===== src/rtl/clock_pkg.sv =====
// Shared definitions for the clock/stopwatch mode controller: mode encoding,
// digit-field positions and the blink masks derived from them.
package clock_pkg;

    typedef enum logic [1:0] {
        MODE_CLOCK     = 2'd0,
        MODE_SET_HOUR  = 2'd1,
        MODE_SET_MIN   = 2'd2,
        MODE_STOPWATCH = 2'd3
    } mode_t;

    localparam int DIGIT_W    = 4;
    localparam int NUM_DIGITS = 6;

    // Digit positions inside the packed {h1,h2,m1,m2,s1,s2} word.
    localparam int FIELD_H1 = 5;
    localparam int FIELD_H2 = 4;
    localparam int FIELD_M1 = 3;
    localparam int FIELD_M2 = 2;

    localparam logic [NUM_DIGITS-1:0] BLANK_NONE = '0;
    localparam logic [NUM_DIGITS-1:0] BLANK_HOUR =
        (NUM_DIGITS'(1) << FIELD_H1) | (NUM_DIGITS'(1) << FIELD_H2);
    localparam logic [NUM_DIGITS-1:0] BLANK_MIN =
        (NUM_DIGITS'(1) << FIELD_M1) | (NUM_DIGITS'(1) << FIELD_M2);

    function automatic mode_t next_mode(input mode_t cur);
        logic [1:0] nxt;
        nxt = cur + 2'd1;
        return mode_t'(nxt);
    endfunction

endpackage


===== src/rtl/clock_mode_ctrl_if.sv =====
// Front-panel / counter / display signal bundle of the mode controller.
// master = panel and counters side, slave = the controller itself.
interface clock_mode_ctrl_if;
    import clock_pkg::*;

    logic                            mode_btn;
    logic                            set_btn;
    logic                            start_btn;
    logic                            blink_tick;
    logic [NUM_DIGITS*DIGIT_W-1:0]   clk_digits;
    logic [NUM_DIGITS*DIGIT_W-1:0]   sw_digits;
    logic [NUM_DIGITS*DIGIT_W-1:0]   disp_digits;
    logic [NUM_DIGITS-1:0]           blank_mask;
    logic [1:0]                      mode;
    logic                            time_en;
    logic                            hour_inc;
    logic                            min_inc;
    logic                            sec_clr;
    logic                            sw_run;
    logic                            sw_clear;

    modport master (
        output mode_btn, set_btn, start_btn, blink_tick, clk_digits, sw_digits,
        input  disp_digits, blank_mask, mode, time_en, hour_inc, min_inc,
               sec_clr, sw_run, sw_clear
    );

    modport slave (
        input  mode_btn, set_btn, start_btn, blink_tick, clk_digits, sw_digits,
        output disp_digits, blank_mask, mode, time_en, hour_inc, min_inc,
               sec_clr, sw_run, sw_clear
    );

endinterface


===== src/rtl/btn_edge.sv =====
// Rising-edge detector for one debounced button plus a saturating hold counter
// on blink_tick that yields an auto-repeat request once the hold is long enough.
module btn_edge #(
    parameter int REPEAT_TICKS = 4
) (
    input  logic clk,
    input  logic reset,
    input  logic btn,
    input  logic tick,
    input  logic hold_clr,
    output logic edge_pulse,
    output logic repeat_pulse
);

    localparam int            CW       = $clog2(REPEAT_TICKS + 1);
    localparam logic [CW-1:0] HOLD_MAX = CW'(REPEAT_TICKS);

    logic          prev_reg;
    logic [CW-1:0] hold_reg;
    logic [CW-1:0] hold_next;

    // prev resets high so a button held through reset never looks like a press.
    always_ff @(posedge clk) begin
        if (reset) begin
            prev_reg <= 1'b1;
            hold_reg <= '0;
        end else begin
            prev_reg <= btn;
            hold_reg <= hold_next;
        end
    end

    always_comb begin
        hold_next = hold_reg;
        if (!btn || hold_clr) begin
            hold_next = '0;
        end else if (tick && (hold_reg != HOLD_MAX)) begin
            hold_next = hold_reg + CW'(1);
        end
    end

    assign edge_pulse   = btn & ~prev_reg;
    assign repeat_pulse = btn & tick & ~hold_clr & (hold_reg == HOLD_MAX);

endmodule


===== src/rtl/clock_mode_ctrl.sv =====
// Mode sequencer for the digital clock / stopwatch: button edges to control
// pulses, display source selection and blinking of the field being edited.
module clock_mode_ctrl
    import clock_pkg::*;
#(
    parameter int REPEAT_TICKS = 4
) (
    input  logic              clk,
    input  logic              reset,
    clock_mode_ctrl_if.slave  bus
);

    localparam int         BTN_MODE     = 0;
    localparam int         BTN_SET      = 1;
    localparam int         BTN_START    = 2;
    localparam int         NUM_BTN      = 3;
    // Only the set button drives auto-repeat.
    localparam logic [NUM_BTN-1:0] REPEAT_USERS = NUM_BTN'(1) << BTN_SET;

    logic [NUM_BTN-1:0] btn_vec;
    logic [NUM_BTN-1:0] edge_vec;
    logic [NUM_BTN-1:0] rep_vec;
    logic               mode_edge;
    logic               set_edge;
    logic               start_edge;
    logic               set_rep;

    mode_t                          mode_reg,     mode_next;
    logic                           phase_reg,    phase_next;
    logic                           hour_inc_reg, hour_inc_next;
    logic                           min_inc_reg,  min_inc_next;
    logic                           sec_clr_reg,  sec_clr_next;
    logic                           sw_clear_reg, sw_clear_next;
    logic                           sw_run_reg,   sw_run_next;
    logic [NUM_DIGITS-1:0]          blank_reg,    blank_next;
    logic [NUM_DIGITS*DIGIT_W-1:0]  disp_reg,     disp_next;

    assign btn_vec = {bus.start_btn, bus.set_btn, bus.mode_btn};

    generate
        for (genvar gi = 0; gi < NUM_BTN; gi++) begin : g_btn
            btn_edge #(
                .REPEAT_TICKS (REPEAT_TICKS)
            ) u_btn_edge (
                .clk          (clk),
                .reset        (reset),
                .btn          (btn_vec[gi]),
                .tick         (bus.blink_tick),
                .hold_clr     (mode_edge),
                .edge_pulse   (edge_vec[gi]),
                .repeat_pulse (rep_vec[gi])
            );
        end
    endgenerate

    assign mode_edge  = edge_vec[BTN_MODE];
    assign set_edge   = edge_vec[BTN_SET];
    assign start_edge = edge_vec[BTN_START];
    assign set_rep    = |(rep_vec & REPEAT_USERS);

    always_ff @(posedge clk) begin
        if (reset) begin
            mode_reg     <= MODE_CLOCK;
            phase_reg    <= 1'b0;
            hour_inc_reg <= 1'b0;
            min_inc_reg  <= 1'b0;
            sec_clr_reg  <= 1'b0;
            sw_clear_reg <= 1'b0;
            sw_run_reg   <= 1'b0;
            blank_reg    <= BLANK_NONE;
            disp_reg     <= '0;
        end else begin
            mode_reg     <= mode_next;
            phase_reg    <= phase_next;
            hour_inc_reg <= hour_inc_next;
            min_inc_reg  <= min_inc_next;
            sec_clr_reg  <= sec_clr_next;
            sw_clear_reg <= sw_clear_next;
            sw_run_reg   <= sw_run_next;
            blank_reg    <= blank_next;
            disp_reg     <= disp_next;
        end
    end

    // A mode press wins over a same-cycle set press; the set edge is dropped.
    always_comb begin
        mode_next     = mode_reg;
        phase_next    = phase_reg;
        hour_inc_next = 1'b0;
        min_inc_next  = 1'b0;
        sec_clr_next  = 1'b0;
        sw_clear_next = 1'b0;
        sw_run_next   = sw_run_reg;

        if (mode_edge) begin
            mode_next  = next_mode(mode_reg);
            phase_next = 1'b0;
            if (mode_reg == MODE_SET_MIN) begin
                sec_clr_next = 1'b1;
            end
        end else begin
            case (mode_reg)
                MODE_SET_HOUR: begin
                    hour_inc_next = set_edge | set_rep;
                    if (bus.blink_tick) phase_next = ~phase_reg;
                end
                MODE_SET_MIN: begin
                    min_inc_next = set_edge | set_rep;
                    if (bus.blink_tick) phase_next = ~phase_reg;
                end
                MODE_STOPWATCH: begin
                    sw_clear_next = set_edge & ~sw_run_reg;
                end
                default: ;
            endcase
        end

        // Clear above looks at the pre-toggle run state.
        if ((mode_reg == MODE_STOPWATCH) && start_edge) begin
            sw_run_next = ~sw_run_reg;
        end
    end

    always_comb begin
        blank_next = BLANK_NONE;
        case (mode_reg)
            MODE_SET_HOUR: blank_next = phase_reg ? BLANK_HOUR : BLANK_NONE;
            MODE_SET_MIN:  blank_next = phase_reg ? BLANK_MIN  : BLANK_NONE;
            default:       blank_next = BLANK_NONE;
        endcase
        disp_next = (mode_reg == MODE_STOPWATCH) ? bus.sw_digits : bus.clk_digits;
    end

    assign bus.mode        = mode_reg;
    assign bus.time_en     = (mode_reg == MODE_CLOCK) || (mode_reg == MODE_STOPWATCH);
    assign bus.hour_inc    = hour_inc_reg;
    assign bus.min_inc     = min_inc_reg;
    assign bus.sec_clr     = sec_clr_reg;
    assign bus.sw_run      = sw_run_reg;
    assign bus.sw_clear    = sw_clear_reg;
    assign bus.blank_mask  = blank_reg;
    assign bus.disp_digits = disp_reg;

endmodule

===== src/flat_wrapper.sv =====
// flat-port wrapper written by rule: the top's interface ports become plain ports
module clock_mode_ctrl_flat import clock_pkg::*;
#(
    parameter int REPEAT_TICKS = 4
)
  (clk, reset, bus_mode_btn, bus_set_btn, bus_start_btn, bus_blink_tick, bus_clk_digits, bus_sw_digits, bus_disp_digits, bus_blank_mask, bus_mode, bus_time_en, bus_hour_inc, bus_min_inc, bus_sec_clr, bus_sw_run, bus_sw_clear);
  clock_mode_ctrl_if bus_i ();
  input  logic clk;
  input  logic reset;
  input wire logic [$bits(bus_i.mode_btn)-1:0] bus_mode_btn;
  input wire logic [$bits(bus_i.set_btn)-1:0] bus_set_btn;
  input wire logic [$bits(bus_i.start_btn)-1:0] bus_start_btn;
  input wire logic [$bits(bus_i.blink_tick)-1:0] bus_blink_tick;
  input wire logic [$bits(bus_i.clk_digits)-1:0] bus_clk_digits;
  input wire logic [$bits(bus_i.sw_digits)-1:0] bus_sw_digits;
  output wire logic [$bits(bus_i.disp_digits)-1:0] bus_disp_digits;
  output wire logic [$bits(bus_i.blank_mask)-1:0] bus_blank_mask;
  output wire logic [$bits(bus_i.mode)-1:0] bus_mode;
  output wire logic [$bits(bus_i.time_en)-1:0] bus_time_en;
  output wire logic [$bits(bus_i.hour_inc)-1:0] bus_hour_inc;
  output wire logic [$bits(bus_i.min_inc)-1:0] bus_min_inc;
  output wire logic [$bits(bus_i.sec_clr)-1:0] bus_sec_clr;
  output wire logic [$bits(bus_i.sw_run)-1:0] bus_sw_run;
  output wire logic [$bits(bus_i.sw_clear)-1:0] bus_sw_clear;
  assign bus_i.mode_btn = bus_mode_btn;
  assign bus_i.set_btn = bus_set_btn;
  assign bus_i.start_btn = bus_start_btn;
  assign bus_i.blink_tick = bus_blink_tick;
  assign bus_i.clk_digits = bus_clk_digits;
  assign bus_i.sw_digits = bus_sw_digits;
  assign bus_disp_digits = bus_i.disp_digits;
  assign bus_blank_mask = bus_i.blank_mask;
  assign bus_mode = bus_i.mode;
  assign bus_time_en = bus_i.time_en;
  assign bus_hour_inc = bus_i.hour_inc;
  assign bus_min_inc = bus_i.min_inc;
  assign bus_sec_clr = bus_i.sec_clr;
  assign bus_sw_run = bus_i.sw_run;
  assign bus_sw_clear = bus_i.sw_clear;
  clock_mode_ctrl #(.REPEAT_TICKS(REPEAT_TICKS)) u_core (.clk(clk), .reset(reset), .bus(bus_i));
endmodule

===== config.mk =====
export PLATFORM = sky130hd
export DESIGN_NAME = clock_mode_ctrl_flat
export DESIGN_NICKNAME = d
export VERILOG_FILES = /design/src/rtl/clock_pkg.sv /design/src/rtl/clock_mode_ctrl_if.sv /design/src/rtl/btn_edge.sv /design/src/rtl/clock_mode_ctrl.sv /design/src/flat_wrapper.sv
export SDC_FILE = /design/constraint.sdc
export NUM_CORES = 1
export LEC_CHECK = 0
export BUFFER_PORTS_ARGS = -buffer_cell sky130_fd_sc_hd__buf_4
export CAP_MARGIN = 25
export CORE_MARGIN = 2
export CORE_UTILIZATION = 47
export CTS_CLUSTER_DIAMETER = 200
export CTS_CLUSTER_SIZE = 10
export DETAILED_ROUTE_END_ITERATION = 6
export HOLD_SLACK_MARGIN = 0.15
export PLACE_DENSITY = 0.84
export SYNTH_ARGS = -nofsm -noshare
export SYNTH_HDL_FRONTEND = slang
export SYNTH_HIERARCHICAL = 1
export SYNTH_SLANG_ARGS = --single-unit

===== constraint.sdc =====
create_clock -name clk -period 1.6 [get_ports clk]
set_input_delay 0.08 -clock clk [delete_from_list [all_inputs] [get_ports clk]]
set_output_delay 0.08 -clock clk [all_outputs]
set_load 0.03 [all_outputs]

Word level (Yosys, flattened, before mapping)
Index checks and enable logic that the tools add are counted.

Register bits after elaboration: 44. Logic and storage cells: 56. Input port bits: 54.

Reduce and logical (&&, ||, !) cells: 14. Equal/unequal tests: 5. Mux-type cells: 5. $add $sub $neg: 2. Bitwise operators: 17.

Operator list (number): $mux 24 (1); $pmux 6 s2 (1); $not 1->1 (9); $reduce_or 3->1 (3); $reduce_or 2->1 (4); $and 1x1->1 (7); $mux 6 (1); $eq 2x2->1 const B (2); $mux 4 (1); $add 3x1->3 const B (1); $eq 3x3->1 const B (1); $ne 3x3->1 const B (1); $add 2x1->2 const B (1); $eq 2x1->1 const B (1); $logic_and 1x1->1 (2); $logic_not 2->1 (1); $logic_or 1x1->1 (2); $reduce_and 2->1 (1); $logic_not 1->1 (1); $mux 1 (1); $or 1x1->1 (1).

Logic depth before layout (Yosys ltp)
Depth in word-level cells: 6. Depth in mapped cells: 7. Depth with buffers taken out: 7.

By module
The synthesis kept the hierarchy.

By module, submodules not included: clock_mode_ctrl (area an instance 1306.3 um^2, times used 1, seq. area each 680.7 um^2, cells each 120); btn_edge (area an instance 239.0 um^2, times used 3, seq. area each 80.1 um^2, cells each 23).

Worst setup path after synthesis
OpenSTA, ideal clock, no wires.

Kind: reg-to-reg. Start: register u_core.mode_reg[0], in the netlist u_core/bus.mode[0]. End: register u_core.phase_reg. Period minus slack after synthesis: 1.611 ns. Slack: -0.011 ns. Cell stages (with the launch flop): 6. Arrival: 1.492 ns. Cell sequence: dfxtp_1 -> inv_1 -> ha_1 -> nor2b_1 -> xnor2_1 -> nor3_1.

Longest elaborated chain between the ends: 3. Elaborated cells on any way between the ends: 4. Those cells by class: eq/ne (2); reduce/logical (2).

Ends and longest elaborated chain: start: declaration (RTL line clock_mode_ctrl.sv:28) `mode_t mode_reg, mode_next;`; start signal: assignment (RTL line clock_mode_ctrl.sv:73) `mode_reg <= mode_next;`; $eq 2x1->1 / $eq 2x2->1 (equally long branches) (RTL line clock_mode_ctrl.sv:102) `case (mode_reg)`; $reduce_or 2->1 (no line) (*); $reduce_and 2->1 (no line) (*); end signal: assignment (RTL line clock_mode_ctrl.sv:74) `phase_reg <= phase_next;`; end: declaration (RTL line clock_mode_ctrl.sv:29) `logic phase_reg, phase_next;`.

Mark *: on every way between the ends. The rest lies on a longest branch, timed or not. A chain may end at the register's enable or synchronous reset.

Worst setup path in the final report
Start: register u_core.mode_reg[0], in the netlist u_core/bus.mode[0]. End: output port bus_time_en.

Longest elaborated chain between the ends: 2. Elaborated cells on any way between the ends: 3. Those cells by class: eq/ne (1); reduce/logical (2).

Ends and longest elaborated chain: $eq 2x2->1 / $logic_not 2->1 (equally long branches) (RTL line clock_mode_ctrl.sv:135) `assign bus.time_en = (mode_reg == MODE_CLOCK) || (mode_reg == MODE_STOPWATCH);`; $logic_or 1x1->1 (*) (RTL line clock_mode_ctrl.sv:135); end: declaration (RTL line flat_wrapper.sv:19) `output wire logic [$bits(bus_i.time_en)-1:0] bus_time_en;`.

Marked as above.

==> impl_summary.txt <==
----------------------------------------------------
[CTS]
  Buffers inserted by post-CTS timing repair ... 0
  Clk pin slew, worst setup/hold paths ... 110 ps
  Total CTS buffers ... 5
  H-tree depth ... 2
  Library cell used as clock root buffer ... sky130_fd_sc_hd__clkbuf_4
  TritonCTS clock tree ... done
  Clk buf depth ... 2
  Cts hold-fix bufs ... 53
  Sinks on Clock Net ... 40
  PostCTS Resize Cnt ... 0
  Clock network latency to the later pin of the worst-skew pair ... 370 ps

[Critical path]
  Crit-path leading delay family ... flip-flops
  Biggest fanout along the worst timing path ... 6
  Register-to-Register Path Depth ... 4
  Crit path cell chain ... inv_1 -> ha_1 -> buf_4
  Cell with the largest stage delay on the worst path ... sky130_fd_sc_hd__dfxtp_2
  Arrival time of the worst setup path ... roughly 1400 ps
  R2r setup slk ... 140 ps
  Sort of element at the start of the critical path ... flop
  Largest stage delay, worst path ... ~410 ps
  Endpoint of the most critical register-to-register path ... u_core/bus.disp_digits[14]$_SDFF_PP0_
  Endpoint of the most critical setup path ... bus_time_en
  Critical Path End Type ... output port
  Launching point of the worst reg2reg path ... u_core/bus.mode[1]$_SDFFE_PP0P_
  WP data required ... 1520 ps
  WP buf/inv ... 2
  Crit. path cell count ... 3
  Critical path class ... reg2out
  CP startpoint ... u_core/bus.mode[0]$_SDFFE_PP0P_

[Power]
  Lkg Pwr ... 1.31 nW
  Cell Pwr Density ... 780 nW/um^2
  IR drop worst, VDD ... roughly 0.00075 V

[Floorplanning]
  Die outline height ... 62.5 microns
  Effective utilization at floorplan ... 0.486
  Placeable core region ... 3310 sq um
  Top Ports ... 92
  Floorplan row count ... 21
  Die outline area ... 3910 sq um
  Die extent in x ... 62.5 microns

[STA]
  Fraction of the cycle the final worst path needs ... 0.931
  Fmax ... 671 MHz
  Endpoints failing setup ... 0
  Worst-case setup margin in the final layout ... 110 ps
  Final Hold Violating Endpoints ... 0
  Setup tns final ... 0 ps
  Fin crit period ... 1490 ps
  Setup repair after global routing missed its margin ... no
  Final worst clock skew ... 30.8 ps
  Number of max-slew violations in the final report ... 0

[Finish]
  # nets final ... between 300 and 400
  Flip-flop count of the largest register, all copies and words added ... 24
  Layout cells sized above 1 ... 0.357
  Number of diodes ... 0
  Growth of design area from synthesis to finish ... 78.4%
  Fillers ... approximately 150

[Synthesis]
  Average size of a mapped cell ... 10.8 sq um
  Number of instances in the synthesized netlist ... 149
  Post-Synthesis Cell Area ... about 1600 sq um
  Number of warnings printed during yosys synthesis ... 6

[Drt]
  Met3 WL ... 448 microns
  Count of nets left with antenna violations after detail routing ... 0
  WL met1 ... 2.27 mm
  Post-detailed-route via-to-cell ratio ... roughly 5
  Detailed Routing Iterations Pass 1 ... 6
  Number of design rule violations left after detail routing ... 0
  Total Routed Length ... 6.20 mm
  Top layer used by detailed routing ... met4
  DR iter-0 viols ... a little over 100
  Met2 Wirelength ... 3.17 mm
  Detailed-route wire length per cell ... 18.4 microns
  Total via count after detailed routing ... 1692

[Global route]
  Number of antenna violations at the first check in global routing ... 0
  First-pass GRT wire length ... 9.60 mm
  Pin count of the biggest net entering global routing ... 42
  Total global-route track usage ... 0.328
  Number of global-route vias before repair ... 1803
  Gr ovfl total ... 0

[Placed design]
  Setup Slack @ Placement ... 295 ps
  # port buffers ... 89
  Half-perimeter wire length after placement ... roughly 2.8 mm
  Final weighted congestion in routability-driven placement ... 0.697

[Status]
  Outcome ... completed

[Job]
  Count of maximum capacitance violations ... 0

[Hold path]
  Type of the tightest min-delay check ... in2reg

----------------------------------------------------
==> routing by layer <==
layer,up-vias,GRT usage
li1,774,-
met4,0,0.192
met1,797,0.344
met2,95,0.577
met3,26,0.101
met5,-,0
==> cell type report <==
class,instances,area (sq um),share of cell area
Timing Repair Buffer,144,1230,0.427
Sequential cell,40,802,0.279
Multi-Input combinational cell,95,696,0.242
Tap cell,46,57.6,0.0200
Clock buffer,6,41.3,0.0144
Clock inverter,2,35.0,0.0122
Inverter,4,15.0,0.00523
==> cell usage in the layout (no fill, tap or decap), drive strengths merged <==
| master | count |
|---|---|
| xor2 | 1 |
| conb | 2 |
| and4bb | 2 |
| a21boi | 1 |
| a211oi | 1 |
| nand3 | 1 |
| a21oi | 1 |
| nand2b | 1 |
| dlygate4sd3 | 53 |
| ha | 7 |
| nor3 | 2 |
| buf | 91 |
| dfxtp | 40 |
| clkbuf | 6 |
| nor2b | 4 |
| nor2 | 29 |
| and3b | 2 |
| or2 | 3 |
| nor4b | 1 |
| xnor2 | 2 |
| nand2 | 2 |
| nor4 | 2 |
| clkinv | 1 |
| nor4bb | 2 |
| and2 | 2 |
| inv | 4 |
| mux2i | 24 |
| and4b | 1 |
| mux2 | 2 |
| bufinv | 1 |
==> metrics by stage <==
step                hold WS (ps)  power [mW]  std cells  cell area [sq um]   util
floorplan                    158        1.26        150               1620      -
global placement             276        1.43        276               2270  0.684
detailed placement           278        1.44        276               2270  0.684
CTS                          476        2.17        337               2870  0.868
global route                 458        2.33        337               2870  0.868
finish                       476        2.24        337               2870  0.868
==> report_power, final <==
group	total [mW]	switching, mW	internal (mW)	leakage (nW)
sequential	1.07	0.0245	1.04	0.331
combinational	0.495	0.232	0.263	0.933
clock	0.680	0.352	0.328	0.0422
==> worst reg2reg max path: cells and delay by family (launching register included) <==
kind | cells | cell delay (ps)
buffers and inverters | 1 | 230
DFF | 1 | 480
and+or+nand+nor | 1 | 90
muxes | 1 | 270
adders and majority gates | 1 | 280
==> how the worst min path moves through the flow <==
| stage | slack [ps] | start | depth (start not counted) | end |
|---|---|---|---|---|
| finish | 480 | bus_mode_btn | 3 | u_core/g_btn[0].u_btn_edge/prev_reg$_SDFF_PP1_ |
| global route | 460 | bus_mode_btn | 3 | u_core/g_btn[0].u_btn_edge/prev_reg$_SDFF_PP1_ |
| CTS | 480 | bus_mode_btn | 3 | u_core/g_btn[0].u_btn_edge/prev_reg$_SDFF_PP1_ |
| detailed placement | 280 | bus_start_btn | 2 | u_core/g_btn[2].u_btn_edge/prev_reg$_SDFF_PP1_ |
| global placement | 280 | bus_mode_btn | 2 | u_core/g_btn[0].u_btn_edge/prev_reg$_SDFF_PP1_ |
| floorplan | 160 | reset | 1 | u_core/bus.blank_mask[4]$_SDFF_PP0_ |
Note: power is estimated with default switching activity, not from simulation.
